### src/rtl/clk_run_controller_if.sv
`default_nettype none
// =============================================================================
// Interface : clk_run_controller_if
// Purpose   : Control/status bundle between a host and clk_run_controller.
// Revision  : 1.0 - initial release
// =============================================================================
interface clk_run_controller_if;
  logic [3:1]  iKEY;
  logic [7:0]  iFDIV;
  logic        iBREAK;
  logic [15:0] iRUN_CYCLES;
  logic        oCLK_EN;
  logic        oRUNNING;
  logic        oFAST;
  logic [1:0]  oHALT_CAUSE;
  logic [31:0] oCYCLES;

  modport master (
    output iKEY, iFDIV, iBREAK, iRUN_CYCLES,
    input  oCLK_EN, oRUNNING, oFAST, oHALT_CAUSE, oCYCLES
  );

  modport slave (
    input  iKEY, iFDIV, iBREAK, iRUN_CYCLES,
    output oCLK_EN, oRUNNING, oFAST, oHALT_CAUSE, oCYCLES
  );
endinterface
`default_nettype wire

### src/rtl/clk_run_controller.sv
`default_nettype none
// =============================================================================
// Module   : clk_run_controller
// Purpose  : Debounced step/run/break sequencing that issues a one-cycle
//            processor clock-enable in the iCLK_50 domain.
// Options  : CLKCTRL_CYCLE_COUNTER_EN builds the oCYCLES enable counter.
// Revision : 1.0 - initial release
// =============================================================================
module clk_run_controller #(
  parameter int DEBOUNCE_CYCLES = 500000,
  parameter int SLOW_SHIFT      = 18
) (
  input  wire logic           iCLK_50,
  input  wire logic           iRST_n,
  clk_run_controller_if.slave bus
);
  localparam int                c_DB_W     = $clog2(DEBOUNCE_CYCLES + 1);
  localparam logic [c_DB_W-1:0] c_DB_LAST  = c_DB_W'(DEBOUNCE_CYCLES - 1);
  localparam logic [c_DB_W-1:0] c_DB_ONE   = c_DB_W'(1);
  localparam int                c_KEY_STEP = 3;
  localparam int                c_KEY_RUN  = 2;
  localparam int                c_KEY_FAST = 1;
  localparam logic [1:0]        c_CAUSE_NONE  = 2'b00;
  localparam logic [1:0]        c_CAUSE_USER  = 2'b01;
  localparam logic [1:0]        c_CAUSE_BREAK = 2'b10;
  localparam logic [1:0]        c_CAUSE_COUNT = 2'b11;

  typedef enum logic [1:0] {
    S_HALT = 2'd0,
    S_RUN  = 2'd1,
    S_BRK  = 2'd2
  } state_t;

  logic [3:1] sync1_q;
  logic [3:1] sync2_q;
  logic [3:1] key_press;

  always_ff @(posedge iCLK_50 or negedge iRST_n) begin
    if (!iRST_n) begin
      sync1_q <= '1;
      sync2_q <= '1;
    end else begin
      sync1_q <= bus.iKEY;
      sync2_q <= sync1_q;
    end
  end

  // Counting only while the synchronized level disagrees with the committed
  // level restarts the count on every bounce of a single-bit input.
  for (genvar k = 1; k <= 3; k++) begin : g_key
    logic [c_DB_W-1:0] db_cnt_q;
    logic              level_q;
    logic              press_q;

    always_ff @(posedge iCLK_50 or negedge iRST_n) begin
      if (!iRST_n) begin
        db_cnt_q <= '0;
        level_q  <= 1'b1;
        press_q  <= 1'b0;
      end else begin
        press_q <= 1'b0;
        if (sync2_q[k] == level_q) begin
          db_cnt_q <= '0;
        end else if (db_cnt_q == c_DB_LAST) begin
          db_cnt_q <= '0;
          level_q  <= sync2_q[k];
          press_q  <= level_q;
        end else begin
          db_cnt_q <= db_cnt_q + c_DB_ONE;
        end
      end
    end

    assign key_press[k] = press_q;
  end

  state_t      state_q, state_d;
  logic        clk_en_q, clk_en_d;
  logic        running_q;
  logic        fast_q, fast_d;
  logic [1:0]  cause_q, cause_d;
  logic [15:0] remain_q, remain_d;
  logic [25:0] rate_cnt_q, rate_cnt_d;
  logic [7:0]  fdiv_eff;
  logic [25:0] period;
  logic        tick;

  assign fdiv_eff = (bus.iFDIV == 8'd0) ? 8'd1 : bus.iFDIV;
  assign period   = fast_q ? {18'd0, fdiv_eff} : ({18'd0, fdiv_eff} << SLOW_SHIFT);
  // Comparing with >= lets a shrinking divisor take effect on the next cycle.
  assign tick     = (rate_cnt_q >= (period - 26'd1));

  always_comb begin
    state_d    = state_q;
    clk_en_d   = 1'b0;
    cause_d    = cause_q;
    remain_d   = remain_q;
    fast_d     = fast_q ^ key_press[c_KEY_FAST];
    rate_cnt_d = tick ? '0 : (rate_cnt_q + 26'd1);
    if ((state_q != S_RUN) || key_press[c_KEY_FAST]) begin
      rate_cnt_d = '0;
    end

    case (state_q)
      S_HALT: begin
        if (key_press[c_KEY_STEP]) begin
          clk_en_d = 1'b1;
        end
        if (key_press[c_KEY_RUN]) begin
          if (bus.iBREAK) begin
            state_d = S_BRK;
            cause_d = c_CAUSE_BREAK;
          end else begin
            state_d  = S_RUN;
            remain_d = bus.iRUN_CYCLES;
            cause_d  = c_CAUSE_NONE;
          end
        end
      end
      S_RUN: begin
        if (bus.iBREAK) begin
          state_d = S_BRK;
          cause_d = c_CAUSE_BREAK;
        end else if (key_press[c_KEY_RUN]) begin
          state_d = S_HALT;
          cause_d = c_CAUSE_USER;
        end else if (tick) begin
          clk_en_d = 1'b1;
          if (remain_q != 16'd0) begin
            remain_d = remain_q - 16'd1;
            if (remain_q == 16'd1) begin
              state_d = S_HALT;
              cause_d = c_CAUSE_COUNT;
            end
          end
        end
      end
      S_BRK: begin
        if (!bus.iBREAK) begin
          state_d = S_HALT;
        end
      end
      default: state_d = S_HALT;
    endcase
  end

  always_ff @(posedge iCLK_50 or negedge iRST_n) begin
    if (!iRST_n) begin
      state_q    <= S_HALT;
      clk_en_q   <= 1'b0;
      running_q  <= 1'b0;
      fast_q     <= 1'b0;
      cause_q    <= c_CAUSE_NONE;
      remain_q   <= '0;
      rate_cnt_q <= '0;
    end else begin
      state_q    <= state_d;
      clk_en_q   <= clk_en_d;
      running_q  <= (state_d == S_RUN);
      fast_q     <= fast_d;
      cause_q    <= cause_d;
      remain_q   <= remain_d;
      rate_cnt_q <= rate_cnt_d;
    end
  end

`ifdef CLKCTRL_CYCLE_COUNTER_EN
  logic [31:0] cycles_q;

  always_ff @(posedge iCLK_50 or negedge iRST_n) begin
    if (!iRST_n) begin
      cycles_q <= '0;
    end else if (clk_en_d) begin
      cycles_q <= cycles_q + 32'd1;
    end
  end

  assign bus.oCYCLES = cycles_q;
`else
  assign bus.oCYCLES = '0;
`endif

  assign bus.oCLK_EN     = clk_en_q;
  assign bus.oRUNNING    = running_q;
  assign bus.oFAST       = fast_q;
  assign bus.oHALT_CAUSE = cause_q;
endmodule
`default_nettype wire

### src/flat_wrapper.sv
// flat-port wrapper written by rule: the top's interface ports become plain ports
module clk_run_controller_flat 
#(
  parameter int DEBOUNCE_CYCLES = 500000,
  parameter int SLOW_SHIFT      = 18
)
  (iCLK_50, iRST_n, bus_iKEY, bus_iFDIV, bus_iBREAK, bus_iRUN_CYCLES, bus_oCLK_EN, bus_oRUNNING, bus_oFAST, bus_oHALT_CAUSE, bus_oCYCLES);
  clk_run_controller_if bus_i ();
  input  wire logic iCLK_50;
  input  wire logic iRST_n;
  input wire logic [$bits(bus_i.iKEY)-1:0] bus_iKEY;
  input wire logic [$bits(bus_i.iFDIV)-1:0] bus_iFDIV;
  input wire logic [$bits(bus_i.iBREAK)-1:0] bus_iBREAK;
  input wire logic [$bits(bus_i.iRUN_CYCLES)-1:0] bus_iRUN_CYCLES;
  output wire logic [$bits(bus_i.oCLK_EN)-1:0] bus_oCLK_EN;
  output wire logic [$bits(bus_i.oRUNNING)-1:0] bus_oRUNNING;
  output wire logic [$bits(bus_i.oFAST)-1:0] bus_oFAST;
  output wire logic [$bits(bus_i.oHALT_CAUSE)-1:0] bus_oHALT_CAUSE;
  output wire logic [$bits(bus_i.oCYCLES)-1:0] bus_oCYCLES;
  assign bus_i.iKEY = bus_iKEY;
  assign bus_i.iFDIV = bus_iFDIV;
  assign bus_i.iBREAK = bus_iBREAK;
  assign bus_i.iRUN_CYCLES = bus_iRUN_CYCLES;
  assign bus_oCLK_EN = bus_i.oCLK_EN;
  assign bus_oRUNNING = bus_i.oRUNNING;
  assign bus_oFAST = bus_i.oFAST;
  assign bus_oHALT_CAUSE = bus_i.oHALT_CAUSE;
  assign bus_oCYCLES = bus_i.oCYCLES;
  clk_run_controller #(.DEBOUNCE_CYCLES(DEBOUNCE_CYCLES), .SLOW_SHIFT(SLOW_SHIFT)) u_core (.iCLK_50(iCLK_50), .iRST_n(iRST_n), .bus(bus_i));
endmodule
### config.mk
export PLATFORM = sky130hd
export DESIGN_NAME = clk_run_controller_flat
export DESIGN_NICKNAME = d
export VERILOG_FILES = /design/src/rtl/clk_run_controller_if.sv /design/src/rtl/clk_run_controller.sv /design/src/flat_wrapper.sv
export SDC_FILE = /design/constraint.sdc
export NUM_CORES = 1
export LEC_CHECK = 0
export ABC_AREA = 1
export CAP_MARGIN = 15
export CORE_UTILIZATION = 35
export DETAILED_ROUTE_END_ITERATION = 7
export GPL_TIMING_DRIVEN = 1
export HOLD_SLACK_MARGIN = 0.05
export SLEW_MARGIN = 0
export SYNTH_ARGS = -nofsm -noshare
export SYNTH_HDL_FRONTEND = slang
export SYNTH_SLANG_ARGS = --single-unit
### constraint.sdc
create_clock -name iCLK_50 -period 3.31 [get_ports iCLK_50]
set_input_delay 0.662 -clock iCLK_50 [delete_from_list [all_inputs] [get_ports iCLK_50]]
set_output_delay 0.662 -clock iCLK_50 [all_outputs]
set_load 0.05 [all_outputs]
## Word-level counts from Yosys, hierarchy flattened

Cells that the tools add are included.

| storage, ports and cells | value |
|---|---|
| register bits after elaboration | 118 |
| bits in latches | 0 |
| memory bits (writable) | 0 |
| bits in read-only memories | 0 |
| memories | 0 |

| cells by class | value |
|---|---|
| add/sub/neg operators | 6 |
| multiply operators | 0 |
| divide/modulo/power cells | 0 |
| magnitude comparators | 1 |
| equality and inequality tests | 20 |
| shift-type cells | 0 |
| muxes and demuxes | 45 |
| bitwise gates (word level) | 4 |
| reduce and logical (&&, ||, !) cells | 10 |

Operators by type and width:

| kind | number |
|---|---|
| two-way mux 19 bit | 6 |
| two-way mux 16 bit | 6 |
| two-way mux 26 bit | 3 |
| adder 19 x 1 -> 19 bit, second input constant | 3 |
| equality test 19 bit, second input constant | 3 |
| one-hot mux 16 bit (2 select lines) | 1 |
| two-way mux 2 bit | 15 |
| adder 26 x 1 -> 26 bit, second input constant | 1 |
| >= comparator 26 bit | 1 |
| subtractor 26 x 1 -> 26 bit, second input constant | 1 |
| equality test 16 x 1 -> 1 bit, second input constant | 1 |
| nonzero test 16 bit | 1 |
| subtractor 16 x 1 -> 16 bit, second input constant | 1 |
| != test 4 x 2 -> 1 bit, second input constant | 3 |
| two-way mux 1 bit | 10 |
| logical NOT 8 bit | 1 |
| two-way mux 8 bit | 1 |
| != test 2 x 1 -> 1 bit, second input constant | 4 |
| AND reduction 7 bit | 1 |
| != test 2 bit, second input constant | 3 |
| one-hot mux 2 bit (3 select lines) | 1 |
| AND reduction 2 bit | 3 |
| AND reduction 5 bit | 1 |
| equality test 2 x 1 -> 1 bit, second input constant | 2 |
| other kinds (9) | 13 |

## Logic depth before layout (Yosys ltp)

| logic depth | value |
|---|---|
| depth in word-level cells | 10 |
| gate-level depth with buffers | 28 |
| depth with buffers taken out | 27 |

## Worst setup path before layout

OpenSTA, ideal clock, no wires.

| timing path | value |
|---|---|
| kind | input-to-reg |
| from | in bus_iFDIV[1] |
| to | reg u_core.remain_q[2] |
| library setup time | 0.117 ns |
| data arrival time | 3.609 ns |
| data required time | 3.193 ns |
| path slack | -0.416 ns |
| stages on the path | 26 |
| path buffers | 1 |
| cells stage by stage | nor2_1 -> a31oi_1 -> inv_1 -> nand2_1 -> ha_1 -> inv_1 -> nor2_2 -> nand3_1 -> nor2_2 -> nand3_1 -> nor2_2 -> nand2_1 -> xnor2_1 -> ha_1 -> nand2_1 -> nor2_1 -> nand2_1 -> nor3b_1 -> nand2_1 -> nand3_2 -> nand3_2 -> nand2_4 -> nand2_4 -> buf_6 -> nand2_1 -> nand2_1 |

| on the way | value |
|---|---|
| cells in the longest elaborated chain, start to end | 7 |

Ends and longest elaborated chain:

| element | RTL line | text |
|---|---|---|
| from (decl) | flat_wrapper.sv:12 | `input wire logic [$bits(bus_i.iFDIV)-1:0] bus_iFDIV;` |
| logical NOT 8 bit | clk_run_controller.sv:88 | `assign fdiv_eff = (bus.iFDIV == 8'd0) ? 8'd1 : bus.iFDIV;` |
| two-way mux 8 bit (*) | clk_run_controller.sv:88 |  |
| two-way mux 26 bit (*) | clk_run_controller.sv:89 | `assign period = fast_q ? {18'd0, fdiv_eff} : ({18'd0, fdiv_eff} << SLOW_SHIFT);` |
| subtractor 26 x 1 -> 26 bit (*) | clk_run_controller.sv:91 | `assign tick = (rate_cnt_q >= (period - 26'd1));` |
| >= comparator 26 bit (*) | clk_run_controller.sv:91 |  |
| != test 2 x 1 -> 1 bit (no source line) (*) | - |  |
| AND reduction 7 bit (no source line) (*) | - |  |
| to (signal assigned) | clk_run_controller.sv:162 | `remain_q <= remain_d;` |
| to (decl) | clk_run_controller.sv:82 | `logic [15:0] remain_q, remain_d;` |

Every way passes the cells marked *; elsewhere a longest branch is shown, timed or not.
A chain may end at the register's enable or synchronous reset.

## Worst setup path in the final report

| timing path | value |
|---|---|
| from | in bus_iFDIV[6] |
| to | reg u_core.remain_q[7] |

The elaborated chain is that of the path after synthesis.

==> flow_summary_export.csv <==
group,metric,value,unit
floorplan,initial_core_util,0.359,
sta,worstMarginPinSlew,0.708,ns
clock_network,cts-buffers-inserted,17,
critical_path,critPathRequiredTime,3.61,ns
finish,final_cell_mix,"nand2_1 (197), nor2_1 (109), dfrtp_1 (108)",
clock_network,clock_latency,0.41,ns
finish,drive_gt1_frac,0.148,
sta,relSlewSlack,0.528,
finish,syn_to_final_growth,21.9,%
place,port_buffers,34,
sta,fin_crit_sh,0.957,
critical_path,start_kind,"input port",
yosys,ys_types,46,
clock_network,cts.clk_slew.worst_paths,0.06,ns
yosys,syn_area,7280,um2
routing,wirelength,15900,um
sta,setup_violations,0,
floorplan,coreArea,20300,um2
sta,fin_skew,0.00825,ns
grt,grt_usage,0.156,
routing,num_vias,6093,
floorplan,io_pins,67,
critical_path,worst_setup_path_end_kind,"flop",
grt,grt_max_degree,51,
grt,antenna_found_initial,0,
sta,rsz0062_at_grt,"yes",
clock_network,cts_buffer_depth,2,
sta,max_freq,0.316,GHz
clock_network,ctsHoldBuffers,0,
yosys,synth-seq-cells,118,
yosys,syn_area_per_cell,7.73,um2
clock_network,cts_sinks,118,
routing,wl_per_cell,12.2,um
yosys,seq_area_frac_synth,0.407,
clock_network,htree_levels,4,
grt,grt_pass1_vias,5917,
place,dp_hpwl,11500,um
yosys,synth_edf_count,0,
finish,nFillCells,2048,
routing,drtAntennaViolNets,0,
clock_network,root_buffer,"clkbuf_16",
critical_path,path_max_fanout,8,
yosys,yosysWarnings,0,
floorplan,die_width,146,um
place,dp.cells,1265,
grt,grt.overflow.total,0,
finish,final_core_util,0.438,
routing,drtPass1Iterations,5,
sta,period_needed,3.17,ns
power_and_ir_drop,power.density,412,nW/um2
yosys,syn_inst,942,
yosys,async_flop_share,1.00,
floorplan,die_area,21400,um2
power_and_ir_drop,ir_drop,0.336,mV
yosys,synth_top_flop_cell,"dfrtp_1",
finish,multi_input_area,3890,um2
finish,final_common_cell,"nand2_1",
routing,viasPerCell,4.67,
routing,drt_iter0_markers,357,
finish,antenna_cells,0,
finish,layoutNonFillerInstCount,1304,
critical_path,path_class,"in2reg",
sta,slew_violations,0,
sta,final_hold_viol_count,0,
power_and_ir_drop,p_leak,4.21,nW
critical_path,arrival,3.47,ns
routing,drc,0,
min_path,hp-class,"in2async",
status,status,"finished, final reports clean",
grt,grt_pass1_wl,27300,um
run,drv_cap,0,
floorplan,rows,52,
finish,seq_area,2970,um2
finish,nets,1085,
clock_network,tritoncts,"yes",
floorplan,die_y,146,um
place,place_congestion,0.841,
==> registers in the layout (all words and copies together) (netlist names), 3 cells and up <==
register               flops
u_core.sync1_q             3
u_core.rate_cnt_q         26
u_core.g_key.press_q       3
u_core.g_key.level_q       3
u_core.sync2_q             3
u_core.g_key.db_cnt_q     57
u_core.remain_q           16
==> layer usage <==
layer | track usage | wire length (um) | vias to the layer above
met4 | 0.0469 | 178 | 0
met3 | 0.0331 | 578 | 14
met1 | 0.215 | 7800 | 2785
met2 | 0.245 | 7300 | 119
met5 | 0 | 0 | -
li1 | - | - | 3175
==> stage by stage <==
step / setup WS [ns] / hold slack, ns / setup TNS, ns / total power, W / cell area [um2]
floorplan: -0.209 / 0.345 / -3.70 / 0.00181 / 7460
global placement: -0.790 / 0.346 / -31.99 / 0.00191 / 8090
detailed placement: -0.892 / 0.347 / -36.95 / 0.00191 / 8090
CTS: 0.0138 / 0.306 / 0 / 0.00369 / 8750
global route: -0.0427 / 0.330 / -0.573 / 0.00382 / 8880
finish: 0.141 / 0.286 / 0 / 0.00366 / 8880
==> Yosys cell counts, types with 3 or more instances <==
cell type / number / area share
o21a_1: 3 / 0.0031
buf_4: 32 / 0.033
nand4_1: 20 / 0.017
nand2_1: 203 / 0.10
a21oi_1: 46 / 0.032
clkbuf_1: 6 / 0.0031
inv_1: 111 / 0.057
o21ai_0: 36 / 0.025
nor4_1: 9 / 0.0077
o31ai_1: 4 / 0.0041
a31oi_1: 6 / 0.0052
dfstp_2: 9 / 0.032
nor3_1: 33 / 0.023
buf_2: 5 / 0.0034
xor2_1: 24 / 0.029
nand3_1: 58 / 0.040
nand3_2: 3 / 0.0041
ha_1: 34 / 0.058
a211oi_1: 4 / 0.0041
nor3_2: 3 / 0.0041
nor3b_1: 7 / 0.0072
dfrtp_1: 109 / 0.37
nor2_1: 113 / 0.058
nor2_2: 15 / 0.013
nor2_4: 3 / 0.0046
xnor2_1: 15 / 0.018
==> kinds of logic after synthesis <==
logic type | synth area share
xor gates and xnor gates | 0.0469
AOI/OAI and AO/OA | 0.0785
and+or+nand+nor | 0.304
adders and majority gates | 0.0584
other | 0.000515
DFF | 0.407
buffers and inverters | 0.100
muxes | 0.00429
==> timing repair <==
item | CTS | global route
gates cloned | 1 | 1
gates resized for setup | 26 | 54
setup endpoints to repair | 47 | 46
buffers inserted | 3 | 3
pin swaps | 10 | 20
==> area by class of cell <==
class / count / share of cell area
Multi-Input combinational cell: 697 / 0.438
Sequential cell: 118 / 0.334
Timing Repair Buffer: 73 / 0.0768
Clock buffer: 21 / 0.0530
Inverter: 114 / 0.0490
Tap cell: 270 / 0.0380
Clock inverter: 11 / 0.0111
==> worst max-delay path: stages <==
cell and delay, ns:
buf_8 0.08, nor3_4 0.04, a31oi_4 0.19, inv_2 0.08, nand2_4 0.07, ha_4 0.14, inv_4 0.03, nor2_4 0.08
nand3_2 0.10, nor2_4 0.15, nand3_4 0.09, nor2_4 0.13, nand2_2 0.07, xnor2_2 0.13, ha_1 0.30, nand2_2 0.10
inv_1 0.04, nand2_1 0.05, nand2_1 0.04, a21oi_1 0.11, nand2_1 0.08, inv_2 0.07, nand3_4 0.12, nand3_4 0.11
nand2_8 0.10, buf_12 0.19, nand3_1 0.06, nand2_1 0.05
==> worst paths after layout <==
kind | start | to | slack [ns] | cells after the start
setup / recovery | bus_iFDIV[6] | u_core.remain_q[7] | 0.14 | 28
hold / removal | iRST_n | u_core.g_key[2].db_cnt_q[1] | 0.29 | 1
setup reg to reg | u_core.bus.oFAST | u_core.remain_q[7] | 0.22 | 24
hold reg to reg | u_core.sync1_q[1] | u_core.sync2_q[1] | 0.35 | 0
max in group asynchronous | iRST_n | u_core.g_key[2].level_q | 2.28 | 2
min in group iCLK_50 | u_core.sync1_q[1] | u_core.sync2_q[1] | 0.35 | 0
==> power breakdown <==
part | switching [W] | total (W) | internal (W) | leakage, nW
combinational | 0.000249 | 0.000364 | 0.000114 | 2.36
clock | 0.000672 | 0.00176 | 0.00109 | 0.276
sequential | 0.0000449 | 0.00154 | 0.00149 | 1.58
total | 0.000966 | 0.00366 | 0.00270 | 4.21
Note: power is estimated with default switching activity, not from simulation.
